### config.mk
export PLATFORM = sky130hd
export DESIGN_NAME = exposure_sequencer
export DESIGN_NICKNAME = d
export VERILOG_FILES = /design/src/rtl/exposure_pkg.sv /design/src/rtl/exposure_sequencer_ms_tick.sv /design/src/rtl/exposure_sequencer.sv
export SDC_FILE = /design/constraint.sdc
export NUM_CORES = 1
export LEC_CHECK = 0
export ABC_AREA = 1
export CAP_MARGIN = 30
export CORE_MARGIN = 2
export CORE_UTILIZATION = 40
export DETAILED_ROUTE_END_ITERATION = 8
export GPL_ROUTABILITY_DRIVEN = 0
export RECOVER_POWER = 100
export SLEW_MARGIN = 10
export SYNTH_ARGS = -nofsm -noshare
export SYNTH_HDL_FRONTEND = slang
export SYNTH_SLANG_ARGS = --single-unit
### constraint.sdc
create_clock -name CLK -period 2.85 [get_ports CLK]
set_input_delay 0.285 -clock CLK [delete_from_list [all_inputs] [get_ports CLK]]
set_output_delay 0.285 -clock CLK [all_outputs]
set_load 0.02 [all_outputs]
### src/rtl/exposure_pkg.sv
// Shared types and constants for the exposure sequencer: FSM states, clamp limits
// and the per-channel power-on configuration.
package exposure_pkg;

    typedef enum logic [2:0] {
        IDLE  = 3'd0,
        ARMED = 3'd1,
        LOAD  = 3'd2,
        ON    = 3'd3,
        OFF   = 3'd4
    } state_t;

    localparam int TIME_MAX   = 9999;
    localparam int INT_MAX    = 100;

    localparam int DEF_ON_MS  = 3000;
    localparam int DEF_OFF_MS = 3000;
    localparam int DEF_REPS   = 1;
    localparam int DEF_INT    = 10;

endpackage

### src/rtl/exposure_sequencer_ms_tick.sv
// Restartable millisecond prescaler: tick pulses on every TICK-th enabled cycle,
// counted from the cycle in which clear is high (that cycle counts as position 0).
module ms_tick #(
    parameter int TICK = 16000
) (
    input  logic CLK,
    input  logic reset_n,
    input  logic clear,
    input  logic en,
    output logic tick
);

    localparam int CW = (TICK > 1) ? $clog2(TICK) : 1;

    logic [CW-1:0] r_cnt;
    logic [CW-1:0] w_pos;

    // clear acts in the same cycle so a phase's first cycle is already position 0
    assign w_pos = clear ? '0 : r_cnt;
    assign tick  = en && (w_pos == CW'(TICK - 1));

    always_ff @(posedge CLK or negedge reset_n) begin
        if (!reset_n) begin
            r_cnt <= '0;
        end else if (tick) begin
            r_cnt <= '0;
        end else if (en) begin
            r_cnt <= w_pos + CW'(1);
        end else begin
            r_cnt <= w_pos;
        end
    end

endmodule

### src/rtl/exposure_sequencer.sv
// Multi-channel relay exposure sequencer: per-channel on/off/reps/intensity, intensity
// handshake before each channel. Optional freeze input enabled by EXPOSURE_PAUSE_EN.
module exposure_sequencer
    import exposure_pkg::*;
#(
    parameter int CLK_HZ = 16_000_000,
    parameter int N_CH   = 4,
    parameter int TIME_W = 14,
    parameter int INT_W  = 7,
    localparam int CH_W  = (N_CH > 1) ? $clog2(N_CH) : 1
) (
    input  logic              CLK,
    input  logic              reset_n,
    input  logic              cfg_we,
    input  logic [CH_W-1:0]   cfg_ch,
    input  logic [TIME_W-1:0] cfg_on_ms,
    input  logic [TIME_W-1:0] cfg_off_ms,
    input  logic [TIME_W-1:0] cfg_reps,
    input  logic [INT_W-1:0]  cfg_int,
    input  logic              arm,
    input  logic              fire,
    input  logic              abort,
`ifdef EXPOSURE_PAUSE_EN
    input  logic              pause,
`endif
    output logic [N_CH-1:0]   relay,
    output logic [INT_W-1:0]  int_data,
    output logic              int_valid,
    input  logic              int_ready,
    output logic [2:0]        state,
    output logic [CH_W-1:0]   ch_active,
    output logic [TIME_W-1:0] rep_count,
    output logic              done
);

    localparam int                TICK  = CLK_HZ / 1000;
    localparam logic [TIME_W-1:0] T_MAX = TIME_W'(TIME_MAX);
    localparam logic [INT_W-1:0]  I_MAX = INT_W'(INT_MAX);

    state_t            r_state;
    logic [CH_W-1:0]   r_ch;
    logic [TIME_W-1:0] r_rep;
    logic [TIME_W-1:0] r_ms;
    logic              r_clr;
    logic              r_done;
    logic              r_int_valid;
    logic [INT_W-1:0]  r_int_data;
    logic [N_CH-1:0]   r_relay;

    logic [TIME_W-1:0] w_on   [N_CH];
    logic [TIME_W-1:0] w_off  [N_CH];
    logic [TIME_W-1:0] w_reps [N_CH];
    logic [INT_W-1:0]  w_int  [N_CH];
    logic [N_CH-1:0]   w_has_reps;
    logic              w_cfg_ok;
    logic              w_run;
    logic              w_tick;
    logic              w_phase_end;
    logic [TIME_W-1:0] w_dur;
    logic [N_CH-1:0]   w_onehot;
    logic              w_first_vld;
    logic [CH_W-1:0]   w_first_ch;
    logic              w_next_vld;
    logic [CH_W-1:0]   w_next_ch;

`ifdef EXPOSURE_PAUSE_EN
    assign w_run = ~pause;
`else
    assign w_run = 1'b1;
`endif

    assign w_cfg_ok = cfg_we && !abort && (r_state == IDLE || r_state == ARMED);

    generate
        for (genvar gi = 0; gi < N_CH; gi++) begin : g_cfg
            logic [TIME_W-1:0] r_on;
            logic [TIME_W-1:0] r_off;
            logic [TIME_W-1:0] r_reps;
            logic [INT_W-1:0]  r_int;

            always_ff @(posedge CLK or negedge reset_n) begin
                if (!reset_n) begin
                    r_on   <= TIME_W'(DEF_ON_MS);
                    r_off  <= TIME_W'(DEF_OFF_MS);
                    r_reps <= TIME_W'(DEF_REPS);
                    r_int  <= INT_W'(DEF_INT);
                end else if (w_cfg_ok && cfg_ch == CH_W'(gi)) begin
                    r_on   <= (cfg_on_ms  > T_MAX) ? T_MAX : cfg_on_ms;
                    r_off  <= (cfg_off_ms > T_MAX) ? T_MAX : cfg_off_ms;
                    r_reps <= (cfg_reps   > T_MAX) ? T_MAX : cfg_reps;
                    r_int  <= (cfg_int    > I_MAX) ? I_MAX : cfg_int;
                end
            end

            assign w_on[gi]       = r_on;
            assign w_off[gi]      = r_off;
            assign w_reps[gi]     = r_reps;
            assign w_int[gi]      = r_int;
            assign w_has_reps[gi] = (r_reps != '0);
        end
    endgenerate

    // Descending scan so the lowest qualifying channel is the one left selected
    always_comb begin
        w_first_vld = 1'b0;
        w_first_ch  = '0;
        w_next_vld  = 1'b0;
        w_next_ch   = '0;
        for (int i = N_CH - 1; i >= 0; i--) begin
            if (w_has_reps[i]) begin
                w_first_vld = 1'b1;
                w_first_ch  = CH_W'(i);
                if (i > int'(r_ch)) begin
                    w_next_vld = 1'b1;
                    w_next_ch  = CH_W'(i);
                end
            end
        end
    end

    ms_tick #(.TICK(TICK)) u_ms_tick (
        .CLK     (CLK),
        .reset_n (reset_n),
        .clear   (r_clr),
        .en      (w_run),
        .tick    (w_tick)
    );

    assign w_onehot    = N_CH'(1) << r_ch;
    assign w_dur       = (r_state == OFF) ? w_off[r_ch] : w_on[r_ch];
    assign w_phase_end = w_run && ((w_dur == '0) || (w_tick && r_ms == w_dur - TIME_W'(1)));

    always_ff @(posedge CLK or negedge reset_n) begin
        if (!reset_n) begin
            r_state     <= IDLE;
            r_ch        <= '0;
            r_rep       <= '0;
            r_ms        <= '0;
            r_clr       <= 1'b0;
            r_done      <= 1'b0;
            r_int_valid <= 1'b0;
            r_int_data  <= '0;
            r_relay     <= '0;
        end else begin
            r_done <= 1'b0;
            r_clr  <= 1'b0;
            if (abort) begin
                r_state     <= IDLE;
                r_relay     <= '0;
                r_int_valid <= 1'b0;
            end else begin
                case (r_state)
                    IDLE: begin
                        if (arm) r_state <= ARMED;
                    end
                    ARMED: begin
                        if (fire && w_first_vld) begin
                            r_state     <= LOAD;
                            r_ch        <= w_first_ch;
                            r_rep       <= '0;
                            r_int_valid <= 1'b1;
                            r_int_data  <= w_int[w_first_ch];
                        end else if (fire) begin
                            r_done <= 1'b1;
                        end
                    end
                    LOAD: begin
                        if (int_ready) begin
                            r_state     <= ON;
                            r_int_valid <= 1'b0;
                            r_clr       <= 1'b1;
                            r_ms        <= '0;
                            r_relay     <= (w_on[r_ch] != '0) ? w_onehot : '0;
                        end
                    end
                    ON: begin
                        if (w_phase_end) begin
                            r_state <= OFF;
                            r_clr   <= 1'b1;
                            r_ms    <= '0;
                            r_relay <= '0;
                        end else begin
                            if (w_tick) r_ms <= r_ms + TIME_W'(1);
                            r_relay <= w_run ? w_onehot : '0;
                        end
                    end
                    OFF: begin
                        if (w_phase_end) begin
                            r_ms  <= '0;
                            r_rep <= r_rep + TIME_W'(1);
                            if (r_rep + TIME_W'(1) < w_reps[r_ch]) begin
                                r_state <= ON;
                                r_clr   <= 1'b1;
                                r_relay <= (w_on[r_ch] != '0) ? w_onehot : '0;
                            end else if (w_next_vld) begin
                                r_state     <= LOAD;
                                r_ch        <= w_next_ch;
                                r_rep       <= '0;
                                r_int_valid <= 1'b1;
                                r_int_data  <= w_int[w_next_ch];
                            end else begin
                                r_state <= ARMED;
                                r_done  <= 1'b1;
                            end
                        end else if (w_tick) begin
                            r_ms <= r_ms + TIME_W'(1);
                        end
                    end
                    default: r_state <= IDLE;
                endcase
            end
        end
    end

    assign relay     = r_relay;
    assign int_data  = r_int_data;
    assign int_valid = r_int_valid;
    assign state     = r_state;
    assign ch_active = r_ch;
    assign rep_count = r_rep;
    assign done      = r_done;

endmodule
; ---- Word-level counts from Yosys, hierarchy flattened
; Cells that the tools add are included.
[totals]
elab_cells = 196
reg_bits = 257
input_bits = 58
[classes]
n_eq_ne = 23
muxes = 97
addsub = 4
bitwise_logic = 4
n_reduce_logical = 30
magnitude_cmp = 11
n_shift = 1
[op_table]
columns = operator, n
row1 = 2-to-1 mux 14 bit, 19
row2 = binary-select mux 14 bit (select 2 bit), 3
row3 = nonzero test 14 bit, 5
row4 = 2-to-1 mux 7 bit, 9
row5 = case mux 14 bit (2 select lines), 2
row6 = adder 14 x 1 -> 14 bit (second input constant), 3
row7 = greater-than comparator 14 bit (second input constant), 3
row8 = 2-to-1 mux 2 bit, 16
row9 = binary-select mux 7 bit (select 2 bit), 2
row10 = 2-to-1 mux 1 bit, 27
row11 = 2-to-1 mux 4 bit, 6
row12 = 2-to-1 mux 3 bit, 6
row13 = != test 3 bit (second input constant), 6
row14 = case mux 3 bit (5 select lines), 1
row15 = == test 14 bit, 1
row16 = == test 14 bit (second input constant), 1
row17 = logical NOT 14 bit, 1
row18 = < comparator 14 bit, 1
row19 = case mux 7 bit (2 select lines), 1
row20 = subtractor 14 x 1 -> 14 bit (second input constant), 1
row21 = case mux 4 bit (3 select lines), 1
row22 = AND reduction 4 bit, 3
row23 = AND reduction 6 bit, 2
row24 = greater-or-equal comparator 3 bit (second input constant), 3
row25 = 27 further kinds, 47

; ---- Depth between registers and ports, before layout
[depth]
depth_word = 15
depth_mapped = 27
ltp_nobuf = 25

; ---- Cells and area by module
; From an unflattened synthesis, not the netlist that was laid out.
[hier_totals]
hier_cells = 1962
hier_area_um2 = 14470.1
[by_module_without_submodules]
columns = module, cells_each, area_per_inst_um2, instances, seq_area_each_um2
row1 = exposure_sequencer, 1827, 13425.4, 1, 6165.9
row2 = ms_tick, 135, 1044.8, 1, 350.3

; ---- Worst setup path after synthesis
; No wires, ideal clock.
[synth_timing]
path_type = reg2reg
start = register r_rep[0], in the netlist rep_count[0]
end = register r_int_data[5], in the netlist int_data[5]
setup_ps = 117
path_stages_with_launch = 23
path_slack_ps = -303
synth_period_minus_slack_ps = 3153
arrival_ps = 3036
cell_sequence = dfrtp_1 > ha_1 > nand2_1 > nor2_1 > nand4_1 > nor2_1 > nand2_1 > nor2_1 > xor2_1 > inv_1 > ha_1 > nand2_1 > inv_1 > o21ai_0 > nand2_1 > a21oi_1 > nand2_1 > nand2_1 > nand2_1 > inv_1 > nor2_8 > nand2_1 > nand2_1
[synth_between]
elab_chain_len = 4
[synth_lines]
columns = element, line_no
row1 = start: declaration, exposure_sequencer.sv:42  ; logic [TIME_W-1:0] r_rep;
row2 = start signal: assignment, exposure_sequencer.sv:190  ; r_rep <= r_rep + TIME_W'(1);
row3 = adder 14 x 1 -> 14 bit, exposure_sequencer.sv:191  ; if (r_rep + TIME_W'(1) < w_reps[r_ch]) begin
row4 = < comparator 14 bit, exposure_sequencer.sv:191
row5 = != test 2 bit (no line), n/a
row6 = AND reduction 6 bit (no line), n/a
row7 = end signal: assignment, exposure_sequencer.sv:162  ; r_int_data <= w_int[w_first_ch];
row8 = end signal: assignment, exposure_sequencer.sv:200  ; r_int_data <= w_int[w_next_ch];
row9 = end: declaration, exposure_sequencer.sv:47  ; logic [INT_W-1:0] r_int_data;
; Every way passes these cells.
; A chain may end at the register's enable or synchronous reset.

; ---- Worst setup path in the final report
[layout_timing]
start = register r_ch[0], in the netlist ch_active[0]
end = register r_int_data[6], in the netlist int_data[6]
[layout_between]
elab_chain_len = 15
[layout_lines]
columns = element, line_no
row1 = start: declaration, exposure_sequencer.sv:41  ; logic [CH_W-1:0] r_ch;
row2 = start signal: assignment, exposure_sequencer.sv:159  ; r_ch <= w_first_ch;
row3 = start signal: assignment, exposure_sequencer.sv:197  ; r_ch <= w_next_ch;
row4 = branches (longest 15 deep; another with subtractor 14 x 1 -> 14 bit), n/a
; Parallel ways; which one is timed is not known. The select of a mux whose other input is x is not followed.

==> reports/summary.txt <==
Layout area overhead = 28.0%
Max Cap Viol = 1
RSZ-0062 raised after global routing = yes
f_max = 0.323 GHz
Num CTS Buffers = 30
crit path buf inv count = 3
fin crit period = 3090 ps
Yosys top cell area share = 33.1%
grt total ovfl = 0
Slew @ Worst Pin = 1530 ps
Synth cell types = 50
ys async rst share = 100%
CP Cell Sequence = buf_6 > buf_6 > o21ai_1 > nand2_1 > nand3_1 > nand2_2 > ha_4 > xor2_2 > nand3_1 > nor2_1 > nand2_1 > nor2_1 > nand2_1 > nor2_1 > nand2_1 > nor2_2 > nand2_4 > nand3_4 > nand2_8 > clkinv_8 > nand2_4 > nand2_1 > nand2_1
post-synth design cell area = 14,300 um2
Worst path max stage delay = 500 ps
outcome = finished with violations
synth warn = 0
first-pass GRT wire length = 69,400 um
Most used DFF post-synth = dfrtp_1
dpl hpwl = 30,400 um
Int Pwr = 10.6 mW
clk buf depth = 3
switching share of power = 38.4%
final net count = 2,245
chip height = 193 um
CTS tree = done
power density over cell area = 938 nW/um2
input/output buffers = 89
Root Driver = clkbuf_16
Slew Viols, Final = 60
Clock Skew = 21.7 ps
Via density = 5.08
most used cell, CP = nand2_1
DRT Pass-1 Iters = 5
Post-Route WL = 43,300 um
Final ANT Viol Nets = 0
worst-path cell with the longest stage delay = dfrtp_2
kind of critical path = reg2reg
static leakage = 8.89 nW
Rel. slew slack = -1.74%
Comb pwr share = 43.0%
syn_nets = 2,013
DP Worst Slack = -316 ps
commonest cells in the netlist = nand2_1, inv_1, dfrtp_1
wire per inst = 16.3 um
Sequential Power Share = 35.1%
Die Width = 193 um
Min-Delay Path Class = in2reg
Sink Count = 257
1st-iter DRT viols = 1,046
Post-Syn Instances = 1,937
Post-Syn Area per Cell = 7.38 um2
EDFF count, synth = 0
final hold vios = 0
drt drc = 0
die area = 37,300 um2
I/O pin count = 90
share of post-route cells with drive strength above 1 = 20.3%
n_diodes = 0
Initial Utilization = 40.4%
post-layout util = 51.7%
Critical Path End Type = flop
critical-path maximum fanout = 7
GRT Total Usage = 23.5%
arrival time at the worst endpoint = 3550 ps
clock power share = 21.9%
Worst IR Drop VDD = 650 uV
vias = 13,500
Worst Setup Slack, final = -242 ps
Seq/Total Area, Yosys = 45.6%
Worst Path Required = 3310 ps
clk slew on worst S/H paths = 60 ps
CP delay by family, top = simple AND/OR/NAND/NOR gates
initial antenna violation count = 0
Core ar. = 35,400 um2
number of synthesized register bits = 257
worst skew pair latency = 570 ps
Final Cycle Share = 109%
Cell Rows = 69
# setup viols final = 47
count leader, synth = nand2_1
Worst setup SP type = flop
failing checks = capacitance limit, slew limit, setup timing
cell accounting for the most synthesized area = dfrtp_1
Switch Pwr = 6.59 mW
vias in the first global route = 12,900
H-tree depth = 1
largest cells by area after synthesis = dfrtp_1, nand2_1, dfstp_2, o21ai_0, inv_1
largest net degree at the start of global routing = 96
[worst reg2reg max path: stages (launching register included)]
cell and delay, ps:
dfrtp_2 500, buf_6 170, buf_6 120, o21ai_1 140, nand2_1 70, nand3_1 80
nand2_2 80, ha_4 280, xor2_2 140, nand3_1 90, nor2_1 90, nand2_1 60
nor2_1 80, nand2_1 60, nor2_1 100, nand2_1 70, nor2_2 150, nand2_4 100
nand3_4 110, nand2_8 130, clkinv_8 140, nand2_4 120, nand2_1 80, nand2_1 50
[registers in the layout, indices dropped and copies added (netlist names)]
name / count
rep_count: 14
g_cfg.r_off: 56
r_clr: 1
g_cfg.r_int: 28
relay: 4
g_cfg.r_reps: 56
u_ms_tick.r_cnt: 14
int_valid: 1
done: 1
ch_active: 2
r_ms: 14
int_data: 7
state: 3
g_cfg.r_on: 56
[metal layers]
metal  GRT usage (%)  wire length, um  vias to the layer above
met5               0                0                        -
met4            6.12             1030                        0
met3            2.32             2430                       63
met2            37.7            19500                      393
met1            34.1            20300                     6345
li1                -                -                     6685
[layout make-up]
class / instances / area (um2)
Fill cell: 3479 / 17100
Clock buffer: 47 / 885
Inverter: 222 / 861
Clock inverter: 9 / 86.3
Sequential cell: 257 / 6530
Timing Repair Buffer: 270 / 2340
Multi-Input combinational cell: 1388 / 7030
Tap cell: 461 / 577
[power by group through the flow]
| stage | registers (mW) | logic (mW) | clock network (mW) |
|---|---|---|---|
| 2_1_floorplan | 5.90 | 4.23 | 0 |
| 3_3_place_gp | 5.99 | 6.60 | 0 |
| 3_5_place_dp | 6.02 | 6.72 | 0 |
| 4_1_cts | 6.01 | 7.17 | 3.83 |
| 5_1_grt | 6.19 | 8.27 | 3.98 |
| 6_report | 6.03 | 7.39 | 3.77 |
[cell families after synthesis]
kind of cell	Yosys count	synth area share (%)
AOI/OAI and AO/OA	294	11.9
DFF	257	45.6
xor gates and xnor gates	26	1.59
buffers and inverters	296	8.51
adders and majority gates	18	1.58
and+or+nand+nor	1046	30.9
[final timing paths]
check                                  from                end  slack, ps  depth (start not counted)
hold reg to reg            g_cfg[1].r_on[8]   g_cfg[1].r_on[8]        470                          2
setup reg to reg               ch_active[0]        int_data[6]       -240                         23
max in group asynchronous           reset_n           state[1]        370                          3
setup / recovery               ch_active[0]        int_data[6]       -240                         23
min in group asynchronous           reset_n       rep_count[9]        630                          2
hold / removal                   cfg_int[6]  g_cfg[0].r_int[6]        340                          3
[what timing repair did]
| action | 4_1_cts | 5_1_grt |
|---|---|---|
| setup buffers | 13 | 5 |
| endpoints found under the hold margin | 48 | 0 |
| setup endpoints to repair | 43 | 47 |
| cloned | 2 | 2 |
| pin swaps | 24 | 44 |
| hold buffers | 1 | 0 |
| gates resized for setup | 49 | 55 |
[metrics by stage]
| stage | hold WS (ps) | std cells | total power [mW] | TNS [ps] | cell area (um2) |
|---|---|---|---|---|---|
| after CTS | 254 | 2647 | 17.0 | -4320 | 18200 |
| final | 336 | 2654 | 17.2 | -7510 | 18300 |
| after global placement | 248 | 2575 | 12.6 | -6990 | 16800 |
| after global routing | 354 | 2654 | 18.4 | -20410 | 18300 |
| after floorplan | -10.6 | 1937 | 10.1 | -543 | 14400 |
| after detailed placement | 246 | 2575 | 12.7 | -8870 | 16800 |
[cell usage in the layout (no fill, tap or decap), types with 4 or more instances in the layout]
cell,count
o22ai_1,39
clkinvlp_4,4
clkbuf_8,7
nand2_4,13
clkinv_2,5
nand3_2,15
o21ai_0,155
clkbuf_1,17
a21oi_1,30
a21oi_2,6
buf_4,143
a221oi_2,5
nand2_2,39
xor2_1,22
o31ai_1,4
nor2_2,10
a221oi_4,4
dfrtp_1,181
nor2_1,116
nor3_1,21
ha_1,16
nand2_1,680
buf_6,12
nand3_1,81
inv_2,7
nor2_4,6
o21ai_1,9
clkbuf_2,10
dfrtp_2,8
nand4_1,33
o21ai_2,22
dfstp_2,68
buf_12,7
a31oi_1,5
clkbuf_16,30
nor4_1,16
inv_1,207
clkdlybuf4s50_1,59
dlygate4sd3_1,30
(Power assumes the default switching activity.)
